**config.mk**
```make
export PLATFORM = sky130hd
export DESIGN_NAME = pc_fetch_flat
export DESIGN_NICKNAME = d
export VERILOG_FILES = /design/src/rtl/pc_fetch_pkg.sv /design/src/rtl/pc_fetch_if.sv /design/src/rtl/pc_fetch.sv /design/src/flat_wrapper.sv
export SDC_FILE = /design/constraint.sdc
export NUM_CORES = 1
export LEC_CHECK = 0
export BUFFER_PORTS_ARGS = -buffer_cell sky130_fd_sc_hd__buf_2
export CAP_MARGIN = 20
export CORE_UTILIZATION = 50
export CTS_BUF_LIST = sky130_fd_sc_hd__clkbuf_4
export DETAILED_ROUTE_END_ITERATION = 16
export PLACE_DENSITY = 0.77
export SYNTH_ARGS = -nofsm -noshare
export SYNTH_HDL_FRONTEND = slang
export SYNTH_SLANG_ARGS = --single-unit
```
**constraint.sdc**
```tcl
create_clock -name clk -period 11.4 [get_ports clk]
set_input_delay 0.57 -clock clk [delete_from_list [all_inputs] [get_ports clk]]
set_output_delay 0.57 -clock clk [all_outputs]
set_load 0.03 [all_outputs]
```
**src/rtl/pc_fetch_pkg.sv**
```systemverilog
`default_nettype none
// ============================================================================
//  Module   : pc_fetch_pkg
//  Purpose  : Shared CPU front-end definitions: fetch FSM state encoding,
//             default reset PC / sequential step, and the immediate
//             extension-select codes understood by the extension unit.
//  Revision : 1.0  initial release
// ============================================================================
package pc_fetch_pkg;

    // Fetch FSM states
    typedef enum logic [1:0] {
        S_FETCH  = 2'd0,
        S_VALID  = 2'd1,
        S_HALTED = 2'd2
    } fetch_state_t;

    // Front-end defaults
    localparam logic [31:0] c_reset_pc_default = 32'h0000_0000;
    localparam int          c_pc_step_default  = 4;

    // Extension-unit select codes applied to the raw 24-bit immediate
    localparam logic [1:0] c_ext_sel_sign24   = 2'd0;  // sign-extend imm[23:0]
    localparam logic [1:0] c_ext_sel_zero24   = 2'd1;  // zero-extend imm[23:0]
    localparam logic [1:0] c_ext_sel_sign16   = 2'd2;  // sign-extend imm[15:0]
    localparam logic [1:0] c_ext_sel_sign24w  = 2'd3;  // sign-extend, word-scaled

endpackage : pc_fetch_pkg
`default_nettype wire

```
**src/rtl/pc_fetch_if.sv**
```systemverilog
`default_nettype none
// ============================================================================
//  Module   : pc_fetch_if
//  Purpose  : Bundle of the fetch unit's instruction-memory, decode and
//             redirect signals.
//  Ports    : master - fetch unit side (drives im_req/im_addr, IR outputs)
//             slave  - environment side (memory, decode, branch resolution)
//  Revision : 1.0  initial release
// ============================================================================
interface pc_fetch_if;
    // Instruction-memory request channel
    logic        im_req;
    logic [31:0] im_addr;
    logic        im_ack;
    logic [31:0] im_rdata;
    // Decode channel
    logic        ir_valid;
    logic        ir_ready;
    logic [31:0] ir_out;
    logic [31:0] ir_pc;
    logic [23:0] imm_field;
    // Control-flow changes
    logic        redirect;
    logic [31:0] redir_pc;
    logic [31:0] ext_out;
    logic        halt;

    modport master (
        output im_req, im_addr, ir_valid, ir_out, ir_pc, imm_field,
        input  im_ack, im_rdata, ir_ready, redirect, redir_pc, ext_out, halt
    );

    modport slave (
        input  im_req, im_addr, ir_valid, ir_out, ir_pc, imm_field,
        output im_ack, im_rdata, ir_ready, redirect, redir_pc, ext_out, halt
    );
endinterface : pc_fetch_if
`default_nettype wire

```
**src/rtl/pc_fetch.sv**
```systemverilog
`default_nettype none
// ============================================================================
//  Module   : pc_fetch
//  Purpose  : Instruction fetch unit. Issues one memory request at a time,
//             latches the returned word into the instruction register, hands
//             it to decode, and follows taken branches/jumps (target =
//             redir_pc + ext_out). A redirect that arrives while a request is
//             in flight lets that request finish and throws its data away.
//  Ports    : clk  - rising-edge clock
//             rst  - asynchronous active-high reset
//             bus  - pc_fetch_if.master (memory, decode, redirect, halt)
//  Revision : 1.0  initial release
// ============================================================================
module pc_fetch
    import pc_fetch_pkg::*;
#(
    parameter logic [31:0] RESET_PC = c_reset_pc_default,
    parameter int          PC_STEP  = c_pc_step_default
) (
    input  wire logic      clk,
    input  wire logic      rst,
    pc_fetch_if.master     bus
);

    fetch_state_t r_state;
    logic [31:0]  r_pc;        // next address to fetch
    logic [31:0]  r_im_addr;   // address presented to memory
    logic         r_drop;      // in-flight request must be discarded
    logic [31:0]  r_ir_out;
    logic [31:0]  r_ir_pc;

    logic [31:0]  w_target;
    logic [31:0]  w_pc_inc;

    // Both adders wrap silently modulo 2^32.
    assign w_target = bus.redir_pc + bus.ext_out;
    assign w_pc_inc = r_pc + 32'(PC_STEP);

    always_ff @(posedge clk or posedge rst) begin
        if (rst) begin
            r_state   <= S_FETCH;
            r_pc      <= RESET_PC;
            r_im_addr <= RESET_PC;
            r_drop    <= 1'b0;
            r_ir_out  <= 32'h0;
            r_ir_pc   <= 32'h0;
        end else begin
            case (r_state)
                S_FETCH: begin
                    if (bus.redirect) begin
                        r_pc <= w_target;
                        if (bus.im_ack) begin
                            // Returned word belongs to the old path; retarget now.
                            r_drop    <= 1'b0;
                            r_im_addr <= w_target;
                        end else begin
                            // Request already in flight: keep im_addr on the old
                            // address until it is acknowledged. A repeat redirect
                            // only moves r_pc.
                            r_drop    <= 1'b1;
                        end
                    end else if (bus.im_ack) begin
                        if (r_drop) begin
                            r_drop    <= 1'b0;
                            r_im_addr <= r_pc;
                        end else begin
                            r_ir_out  <= bus.im_rdata;
                            r_ir_pc   <= r_pc;
                            r_pc      <= w_pc_inc;
                            r_im_addr <= w_pc_inc;
                            r_state   <= S_VALID;
                        end
                    end
                end

                S_VALID: begin
                    // Redirect wins over both acceptance and halt: the held
                    // instruction is on the wrong path.
                    if (bus.redirect) begin
                        r_pc      <= w_target;
                        r_im_addr <= w_target;
                        r_state   <= S_FETCH;
                    end else if (bus.ir_ready) begin
                        r_state   <= bus.halt ? S_HALTED : S_FETCH;
                    end
                end

                S_HALTED: begin
                    // Only reset leaves this state.
                end

                default: begin
                    r_state <= S_FETCH;
                end
            endcase
        end
    end

    // im_req is gated by rst so no request is seen while reset is held, and
    // it rises as soon as reset is released.
    assign bus.im_req    = (r_state == S_FETCH) && !rst;
    assign bus.im_addr   = r_im_addr;
    assign bus.ir_valid  = (r_state == S_VALID);
    assign bus.ir_out    = r_ir_out;
    assign bus.ir_pc     = r_ir_pc;
    assign bus.imm_field = r_ir_out[23:0];

endmodule : pc_fetch
`default_nettype wire

```
**src/flat_wrapper.sv**
```systemverilog
// flat-port wrapper written by rule: the top's interface ports become plain ports
module pc_fetch_flat import pc_fetch_pkg::*;
#(
    parameter logic [31:0] RESET_PC = c_reset_pc_default,
    parameter int          PC_STEP  = c_pc_step_default
)
  (clk, rst, bus_im_req, bus_im_addr, bus_ir_valid, bus_ir_out, bus_ir_pc, bus_imm_field, bus_im_ack, bus_im_rdata, bus_ir_ready, bus_redirect, bus_redir_pc, bus_ext_out, bus_halt);
  pc_fetch_if bus_i ();
  input  wire logic clk;
  input  wire logic rst;
  output wire logic [$bits(bus_i.im_req)-1:0] bus_im_req;
  output wire logic [$bits(bus_i.im_addr)-1:0] bus_im_addr;
  output wire logic [$bits(bus_i.ir_valid)-1:0] bus_ir_valid;
  output wire logic [$bits(bus_i.ir_out)-1:0] bus_ir_out;
  output wire logic [$bits(bus_i.ir_pc)-1:0] bus_ir_pc;
  output wire logic [$bits(bus_i.imm_field)-1:0] bus_imm_field;
  input wire logic [$bits(bus_i.im_ack)-1:0] bus_im_ack;
  input wire logic [$bits(bus_i.im_rdata)-1:0] bus_im_rdata;
  input wire logic [$bits(bus_i.ir_ready)-1:0] bus_ir_ready;
  input wire logic [$bits(bus_i.redirect)-1:0] bus_redirect;
  input wire logic [$bits(bus_i.redir_pc)-1:0] bus_redir_pc;
  input wire logic [$bits(bus_i.ext_out)-1:0] bus_ext_out;
  input wire logic [$bits(bus_i.halt)-1:0] bus_halt;
  assign bus_im_req = bus_i.im_req;
  assign bus_im_addr = bus_i.im_addr;
  assign bus_ir_valid = bus_i.ir_valid;
  assign bus_ir_out = bus_i.ir_out;
  assign bus_ir_pc = bus_i.ir_pc;
  assign bus_imm_field = bus_i.imm_field;
  assign bus_i.im_ack = bus_im_ack;
  assign bus_i.im_rdata = bus_im_rdata;
  assign bus_i.ir_ready = bus_ir_ready;
  assign bus_i.redirect = bus_redirect;
  assign bus_i.redir_pc = bus_redir_pc;
  assign bus_i.ext_out = bus_ext_out;
  assign bus_i.halt = bus_halt;
  pc_fetch #(.RESET_PC(RESET_PC), .PC_STEP(PC_STEP)) u_core (.clk(clk), .rst(rst), .bus(bus_i));
endmodule
```
# ---- Word-level counts from Yosys, hierarchy flattened
# Index checks and enable logic that the tools add are counted.
dict set report classes {
  n_addsub 2
  eq_ne 8
  mux 18
  bitwise_logic 3
  n_reduce_logical 10
}
# op count
set op_table {}
lappend op_table {{two-way mux 32 bit} 6}
lappend op_table {{one-hot mux 32 bit (2 select lines)} 2}
lappend op_table {{adder 32 x 3 -> 32 bit, second input constant} 1}
lappend op_table {{adder 32 bit} 1}
lappend op_table {{two-way mux 2 bit} 6}
lappend op_table {{!= test 2 bit, second input constant} 3}
lappend op_table {{one-hot mux 2 bit (3 select lines)} 1}
lappend op_table {{AND reduction 3 bit} 2}
lappend op_table {{AND reduction 5 bit} 1}
lappend op_table {{AND reduction 4 bit} 1}
lappend op_table {{nonzero test 2 bit} 2}
lappend op_table {{two-way mux 1 bit} 3}
lappend op_table {{!= test 3 x 1 -> 1 bit, second input constant} 1}
lappend op_table {{!= test 3 bit, second input constant} 1}
lappend op_table {{NOT 1 bit} 3}
lappend op_table {{equality test 2 x 1 -> 1 bit, second input constant} 1}
lappend op_table {{equality test 2 bit, second input constant} 1}
lappend op_table {{logical NOT 2 bit} 1}
lappend op_table {{!= test 2 x 1 -> 1 bit, second input constant} 1}
lappend op_table {{AND reduction 2 bit} 1}
lappend op_table {{logical AND 1 bit} 1}
lappend op_table {{logical NOT 1 bit} 1}
dict set report totals {
  register_bits 131
  input_bits 102
  word_cells 47
}

# ---- Longest topological paths before layout
# Gate-level depths: netlist (run 1).
dict set report depth {
  depth_word 5
  ltp_mapped 10
  mapped_depth_nobuf 10
}

# ---- Worst setup path after synthesis (run 1)
# Ideal clock, no wire load.
dict set report synth_path {
  path_kind {input port to flip-flop}
  startpoint {in bus_ext_out[0]}
  endpoint {reg u_core.r_pc[22]}
  setup_time_ps 126
  arrival_time_ps 2727
  required_time_ps 11274
  path_slack_ps 8547
  stages 10
  n_path_buf 0
  cell_sequence {ha_1 fa_1 a21o_1 a221oi_2 o21ai_2 nand2_1 a221o_1 o21bai_1 xor2_1 a221o_1}
}
dict set report synth_between {
  elab_chain_cells 3
}
# element line
set synth_rtl {}
lappend synth_rtl {{start, declared} flat_wrapper.sv:22} ;# input wire logic [$bits(bus_i.ext_out)-1:0] bus_ext_out;
lappend synth_rtl {{adder 32 bit *} pc_fetch.sv:36} ;# assign w_target = bus.redir_pc + bus.ext_out;
lappend synth_rtl {{two-way mux 32 bit (on tied branches)} {pc_fetch.sv:79, pc_fetch.sv:50}}
lappend synth_rtl {{one-hot mux 32 bit (2 select lines) *} pc_fetch.sv:48} ;# case (r_state)
lappend synth_rtl {{end signal, assigned} pc_fetch.sv:51} ;# r_pc <= w_target;
lappend synth_rtl {{end signal, assigned} pc_fetch.sv:69} ;# r_pc <= w_pc_inc;
lappend synth_rtl {{end signal, assigned} pc_fetch.sv:80} ;# r_pc <= w_target;
lappend synth_rtl {{end, declared} pc_fetch.sv:26} ;# logic [31:0] r_pc;
# Mark *: on every way between the ends. The rest lies on a longest branch, timed or not. The select of a mux whose other input is x is not followed.
# A chain may end at the register's enable or synchronous reset.

# ---- Worst setup path in the final report (run 1)
dict set report layout_path {
  startpoint {in bus_ext_out[0]}
  endpoint {reg u_core.r_im_addr[30], in the netlist u_core.bus.im_addr[30]}
}
dict set report layout_between {
  elab_chain_cells 4
}
# element line
set layout_rtl {}
lappend layout_rtl {{adder 32 bit *} pc_fetch.sv:36}
lappend layout_rtl {{two-way mux 32 bit} pc_fetch.sv:52} ;# if (bus.im_ack) begin
lappend layout_rtl {{two-way mux 32 bit} pc_fetch.sv:50} ;# if (bus.redirect) begin
lappend layout_rtl {{one-hot mux 32 bit (2 select lines) *} pc_fetch.sv:48}
lappend layout_rtl {{end signal, assigned} pc_fetch.sv:55} ;# r_im_addr <= w_target;
lappend layout_rtl {{end signal, assigned} pc_fetch.sv:65} ;# r_im_addr <= r_pc;
lappend layout_rtl {{end signal, assigned} pc_fetch.sv:70} ;# r_im_addr <= w_pc_inc;
lappend layout_rtl {{end, declared} pc_fetch.sv:27} ;# logic [31:0] r_im_addr;
# Marks and branches as above.

==> impl_metrics.py, run 1 <==
metrics = {
    "status": {
        "status": "completed",
    },
    "drt": {
        "drt_iter0_markers": 566,
        "vias": 6795,
        "viasPerCell": 5.53,
        "drt-pass1-iter-count": 5,
        "wirelength_um": 20000,
        "wire_per_inst_um": 16.3,
        "ant_nets": 0,
        "remaining_drc_errors": 0,
    },
    "setup_path": {
        "arrival_ns": 3.14,
        "r2r-start": "u_core.r_pc[2]",
        "slowest_stage": "a221oi_2",
        "worstPathCellList": "buf_2, ha_1, fa_1, a21o_1, a221oi_2, o21ai_2, nand2_1, a221o_1, o21ai_0, xnor2_1, o221ai_1",
        "crit_family": "compound AO/OA/AOI/OAI gates",
        "endpoint_kind": "register",
        "critical_path_buf_inv_count": 1,
        "rr_worst_depth": 9,
        "crit_type": "in2reg",
        "start_kind": "primary input",
        "reg2reg_slack_ns": 8.69,
        "r2r-end": "u_core.bus.im_addr[24]",
        "cp.required_ns": 11.76,
        "slowest_delay_ns": 0.46,
        "cp_max_fo": 5,
    },
    "clock_network": {
        "post_cts_resized": 0,
        "clockRootBuffer": "clkbuf_4",
        "cts_max_level": 4,
        "clock_path_buffers": 2,
        "postCtsSetupRepairBufs": 0,
        "clk_latency_ns": 0.52,
        "clk_pin_slew_worst_paths_ns": 0.11,
        "cts_buffers": 17,
        "cts_tree": "yes",
        "cts.sinks": 131,
        "cts_hold_buf": 0,
    },
    "yosys": {
        "synthTopCellsByArea": "dfrtp_1, mux2_2, nand2_1",
        "synthFlopType": "dfrtp_1",
        "synth_fp_nets": 957,
        "ys_seq_area_frac": 0.417,
        "ys_ff_latch": 131,
        "yosys.area.top_type": "dfrtp_1",
        "yosysMostFrequentCell": "dfrtp_1",
        "syn_avg_cell_area_um2": 9.56,
        "synthCells": 822,
        "synth-edff-count": 0,
        "ys_top_cells_by_count": "dfrtp_1, nand2_1, o21ai_0",
        "netlist.area_leader.share": 0.417,
        "ys_async_sr_fraction": 1.00,
        "syn_area_um2": 7860,
        "yosysWarnings": 0,
        "yosysUniqueCellTypes": 69,
    },
    "placement": {
        "io_buffers": 223,
        "dp_hpwl_um": 14800,
        "dpl_worst_slack_ns": 8.12,
        "place.gp.congestion": 0.888,
    },
    "finish": {
        "drive_above_1_share": 0.343,
        "fillers": 1332,
        "syn2layout_area_growth_pct": 18.0,
        "num-nets-final": 1140,
    },
    "die": {
        "die_w_um": 127,
        "die_area_um2": 16200,
        "num_io_pins": 224,
        "placement_rows": 45,
        "die_h_um": 127,
        "initial_core_util": 0.515,
        "core_um2": 15300,
    },
    "job": {
        "cap_viol_max_count": 0,
    },
    "sta": {
        "drv_slew": 0,
        "fin_crit_sh": 0.244,
        "hold_viol": 0,
        "slew_headroom": 0.252,
        "rsz0062_at_grt": "false",
        "tns_ns": 0,
        "worst_slack_ns": 8.62,
        "finalSetupViolations": 0,
        "worstMarginPinSlew_ns": 1.12,
        "period_minus_slack_ns": 2.78,
        "max_freq_mhz": 360,
        "fin_skew_ns": 0.0188,
    },
    "power": {
        "p_leak_nw": 4.41,
        "switching_power_w": 0.00121,
        "seq_power_share": 0.353,
        "switching_share": 0.483,
        "p_comb_frac": 0.509,
        "ir_drop_uv": 130,
        "powerDensity_nw_per_um2": 271,
        "clkPwrFrac": 0.139,
        "intPower_w": 0.00130,
    },
    "min_path": {
        "min_to": "u_core.r_state[0]",
        "holdPathStages": 2,
        "hold_path.class": "in2reg",
        "hold_start": "bus_ir_ready",
    },
    "global_routing": {
        "grt_pass1_vias": 6243,
        "grt_max_degree": 77,
        "grt_pass1_wl_um": 32000,
        "grt_overflow": 0,
        "antenna_found_initial": 1,
        "grt_use_total": 0.253,
    },
}
-- metrics by stage --
step / hold slack (ns) / area, µm² / instances / total power, W / util
floorplan: 0.464 / 7860 / 822 / 0.00184 / -
global placement: 0.446 / 8950 / 1197 / 0.00214 / 0.586
detailed placement: 0.452 / 8950 / 1197 / 0.00217 / 0.586
CTS: 0.177 / 9270 / 1228 / 0.00253 / 0.607
global route: 0.163 / 9270 / 1229 / 0.00267 / 0.608
finish: 0.235 / 9270 / 1229 / 0.00251 / 0.608
-- routing by layer --
metal  global-route usage  routed length (µm)  vias up
li1                     -                   -     3284
met1                0.338                8770     3187
met2                0.419                9510      303
met3               0.0544                1540       21
met4               0.0651                 178        0
met5                    0                   0        -
-- state kept, by name, summed over array words and instances (netlist names) --
| name | cells |
|---|---|
| u_core.r_state | 2 |
| u_core.r_drop | 1 |
| u_core.bus.ir_pc | 32 |
| u_core.bus.ir_out | 32 |
| u_core.bus.im_addr | 32 |
| u_core.r_pc | 32 |
-- logic make-up after synthesis --
| logic type | count (synthesis) | share of synthesized area |
|---|---|---|
| XOR/XNOR | 57 | 0.0635 |
| AND/OR/NAND/NOR | 254 | 0.156 |
| multiplexers | 67 | 0.0955 |
| adder cells (fa/ha/maj) | 33 | 0.0535 |
| buffers and inverters | 73 | 0.0487 |
| flip-flops | 131 | 0.417 |
| AO/OA/AOI/OAI | 207 | 0.165 |
-- placed cells by master (no fill, tap or decap), types with 3 or more instances in the layout --
cell,instances
xnor2_1,28
a21o_1,11
a221o_1,8
nor3_1,15
buf_4,5
mux2i_1,3
mux2_2,64
o21a_1,8
a21oi_1,55
a31oi_1,8
bufinv_16,4
and2_1,6
and3_1,12
nor4_1,3
nand4_1,9
xor2_1,29
o21ai_2,6
clkinv_4,4
nand2_1,116
and4_1,4
dfrtp_1,131
clkinvlp_4,3
nor2b_1,4
o221ai_1,4
o21ai_0,75
nor2_1,49
nand3_1,11
inv_1,8
buf_2,223
o31ai_1,3
clkbuf_4,18
o22ai_1,4
nor3b_1,3
ha_1,32
-- how the worst max path moves through the flow --
stage                         from                     end  slack, ns  cells after the start
floorplan                      rst   u_core.bus.im_addr[0]       7.33                      1
global placement    bus_ext_out[0]         u_core.r_pc[22]       8.17                     11
detailed placement  bus_ext_out[0]         u_core.r_pc[22]       8.12                     11
CTS                 bus_ext_out[0]         u_core.r_pc[22]       8.70                     11
global route        u_core.r_pc[3]  u_core.bus.im_addr[24]       8.45                      9
finish              bus_ext_out[0]  u_core.bus.im_addr[30]       8.62                     11
-- area by class of cell --
| cell class | instances | area [µm²] | share of cell area |
|---|---|---|---|
| repair buffers | 228 | 1150 | 0.124 |
| well taps | 211 | 264 | 0.0285 |
| diodes | 1 | 2.50 | 0.000270 |
| clock inverters | 13 | 186 | 0.0201 |
| flip-flops and latches | 131 | 3280 | 0.354 |
| multi-input cells | 618 | 4220 | 0.455 |
| inverters | 9 | 36.3 | 0.00391 |
| clock buffers | 18 | 135 | 0.0146 |
-- power groups by stage --
stage	Sequential, W	Clock [W]	Combinational [W]
after floorplan	0.00118	0	0.000654
after global placement	0.000882	0	0.00126
after detailed placement	0.000896	0	0.00128
after CTS	0.000885	0.000358	0.00128
after global routing	0.000916	0.000379	0.00138
final	0.000886	0.000349	0.00128
-- worst register-to-register path: cells and delay by family, from the launching register on --
kind | cells | cell delay (ns)
AO/OA/AOI/OAI | 2 | 0.21
flip-flops | 1 | 0.48
XOR/XNOR | 1 | 0.19
adder cells (fa/ha/maj) | 1 | 0.20
AND/OR/NAND/NOR | 5 | 1.55
Note: power is estimated with default switching activity, not from simulation.
==> inputs of run 2 (changes only) <==
Clock period 11.4 ns to 2.57 ns, I/O delays scaled along.
==> impl_metrics.py, run 2 (same netlist as run 1, synthesis figures left out) <==
metrics = {
    "status": {
        "status": "completed",
    },
    "drt": {
        "drt_iter0_markers": 574,
        "wirelength_um": 21200,
        "wl_met2_um": 10300,
        "drt-met1-wl_um": 9180,
        "remaining_drc_errors": 0,
        "viasPerCell": 5.47,
        "vias": 7154,
        "wire_per_inst_um": 16.2,
        "maxUsedRoutingLayer": "met4",
        "ant_nets": 0,
        "drt-pass1-iter-count": 5,
        "met3WireLength_um": 1400,
    },
    "setup_path": {
        "cp.required_ns": 2.98,
        "crit_type": "in2reg",
        "endpoint_kind": "register",
        "slowest_delay_ns": 0.56,
        "worstPathCellList": "dlygate4sd3_1, buf_2, fa_1, a21o_1, a221oi_2, buf_4, o211a_1, o21ai_2, a41oi_2, xnor2_1, a221o_1",
        "crit_family": "compound AO/OA/AOI/OAI gates",
        "start_kind": "primary input",
        "critical_path_buf_inv_count": 3,
        "slowest_stage": "dlygate4sd3_1",
        "arrival_ns": 2.85,
        "cp_max_fo": 3,
    },
    "power": {
        "ir_drop_uv": 510,
        "powerDensity_nw_per_um2": 1150,
        "p_leak_nw": 4.79,
    },
    "global_routing": {
        "grt_use_total": 0.268,
        "grt_pass1_wl_um": 34100,
        "grt_pass1_vias": 6739,
        "grt_overflow": 0,
        "grt_max_degree": 50,
        "antenna_found_initial": 1,
    },
    "sta": {
        "fin_crit_sh": 0.950,
        "slew_headroom": 0.381,
        "max_freq_mhz": 410,
        "worstMarginPinSlew_ns": 0.925,
        "fin_hold_ws_ns": 0.0371,
        "drv_slew": 0,
        "rsz0062_at_grt": "false",
        "fin_skew_ns": 0.0159,
        "hold_viol": 0,
        "finalSetupViolations": 0,
        "period_minus_slack_ns": 2.44,
    },
    "die": {
        "die_h_um": 127,
        "placement_rows": 45,
        "num_io_pins": 224,
        "core_um2": 15300,
        "initial_core_util": 0.515,
        "die_w_um": 127,
        "die_area_um2": 16200,
    },
    "finish": {
        "num-nets-final": 1218,
        "drive_above_1_share": 0.352,
        "syn2layout_area_growth_pct": 27.5,
        "final_area_um2": 10000,
        "final_common_cell": "buf_2",
        "layout_common_cells": "buf_2, dfrtp_1, nand2_1, o21ai_0, mux2_2",
    },
    "clock_network": {
        "clock_path_buffers": 2,
        "clk_latency_ns": 0.53,
        "cts_tree": "yes",
        "cts_max_level": 4,
        "clockRootBuffer": "clkbuf_4",
        "clk_pin_slew_worst_paths_ns": 0.10,
        "cts_buffers": 17,
        "cts.sinks": 131,
    },
    "placement": {
        "place.gp.congestion": 0.915,
        "dp_hpwl_um": 15700,
        "io_buffers": 223,
        "placed_area_um2": 9260,
    },
    "job": {
        "cap_viol_max_count": 0,
    },
    "min_path": {
        "hold_path.class": "in2reg",
    },
}
run 2: metal layers:
| metal | GRT usage | vias to the layer above |
|---|---|---|
| met2 | 0.457 | 289 |
| li1 | - | 3429 |
| met4 | 0.0756 | 0 |
| met1 | 0.349 | 3410 |
| met5 | 0 | - |
| met3 | 0.0503 | 26 |
run 2: path summary, 6_finish.rpt:
path,cells past startpoint,end,start,slack (ns)
hold reg to reg,2,u_core.bus.im_addr[4],u_core.bus.im_addr[4],0.49
min in group asynchronous,3,u_core.bus.ir_out[26],rst,0.06
setup reg to reg,8,u_core.r_pc[25],u_core.r_pc[12],0.17
max in group asynchronous,5,u_core.bus.ir_pc[15],rst,1.77
setup / recovery,11,u_core.r_pc[24],bus_redir_pc[1],0.13
hold / removal,4,u_core.r_pc[1],bus_ext_out[1],0.04
run 2: area by class of cell:
type / instances / area [µm²]
diodes: 1 / 2.50
clock buffers: 19 / 143
clock inverters: 12 / 188
fillers: 1239 / 5240
inverters: 9 / 37.5
multi-input cells: 618 / 4220
flip-flops and latches: 131 / 3280
well taps: 211 / 264
repair buffers: 306 / 1890
run 2: worst reg2reg max path, stage by stage, from the launching register on:
cell	delay (ns)
dfrtp_1	0.48
and4_4	0.29
nand3_4	0.10
or3_4	0.40
or2_1	0.40
nor2_4	0.19
o21ai_0	0.10
a22oi_1	0.19
o21ai_0	0.12
run 2: report_power, final:
part	switching, W	total, W	internal (W)
Clock	0.000742	0.00162	0.000875
Sequential	0.000828	0.00388	0.00306
Combinational	0.00388	0.00600	0.00212
run 2: repair_timing:
action,4_1_cts,5_1_grt
buffers inserted,0,0
hold buffers,40,0
gates resized for setup,0,0
endpoints found under the hold margin,78,0
run 2: per-stage QoR:
| step | setup slack (ns) | std cells | setup TNS [ns] | utilization | power [W] |
|---|---|---|---|---|---|
| 6_report | 0.129 | 1307 | 0 | 0.656 | 0.0115 |
| 5_1_grt | 0.0447 | 1307 | 0 | 0.656 | 0.0122 |
| 3_5_place_dp | -0.0333 | 1234 | -0.0832 | 0.607 | 0.00984 |
| 4_1_cts | 0.136 | 1305 | 0 | 0.655 | 0.0115 |
| 2_1_floorplan | 0.159 | 822 | 0 | - | 0.00814 |
| 3_3_place_gp | 0.0253 | 1234 | 0 | 0.607 | 0.00967 |
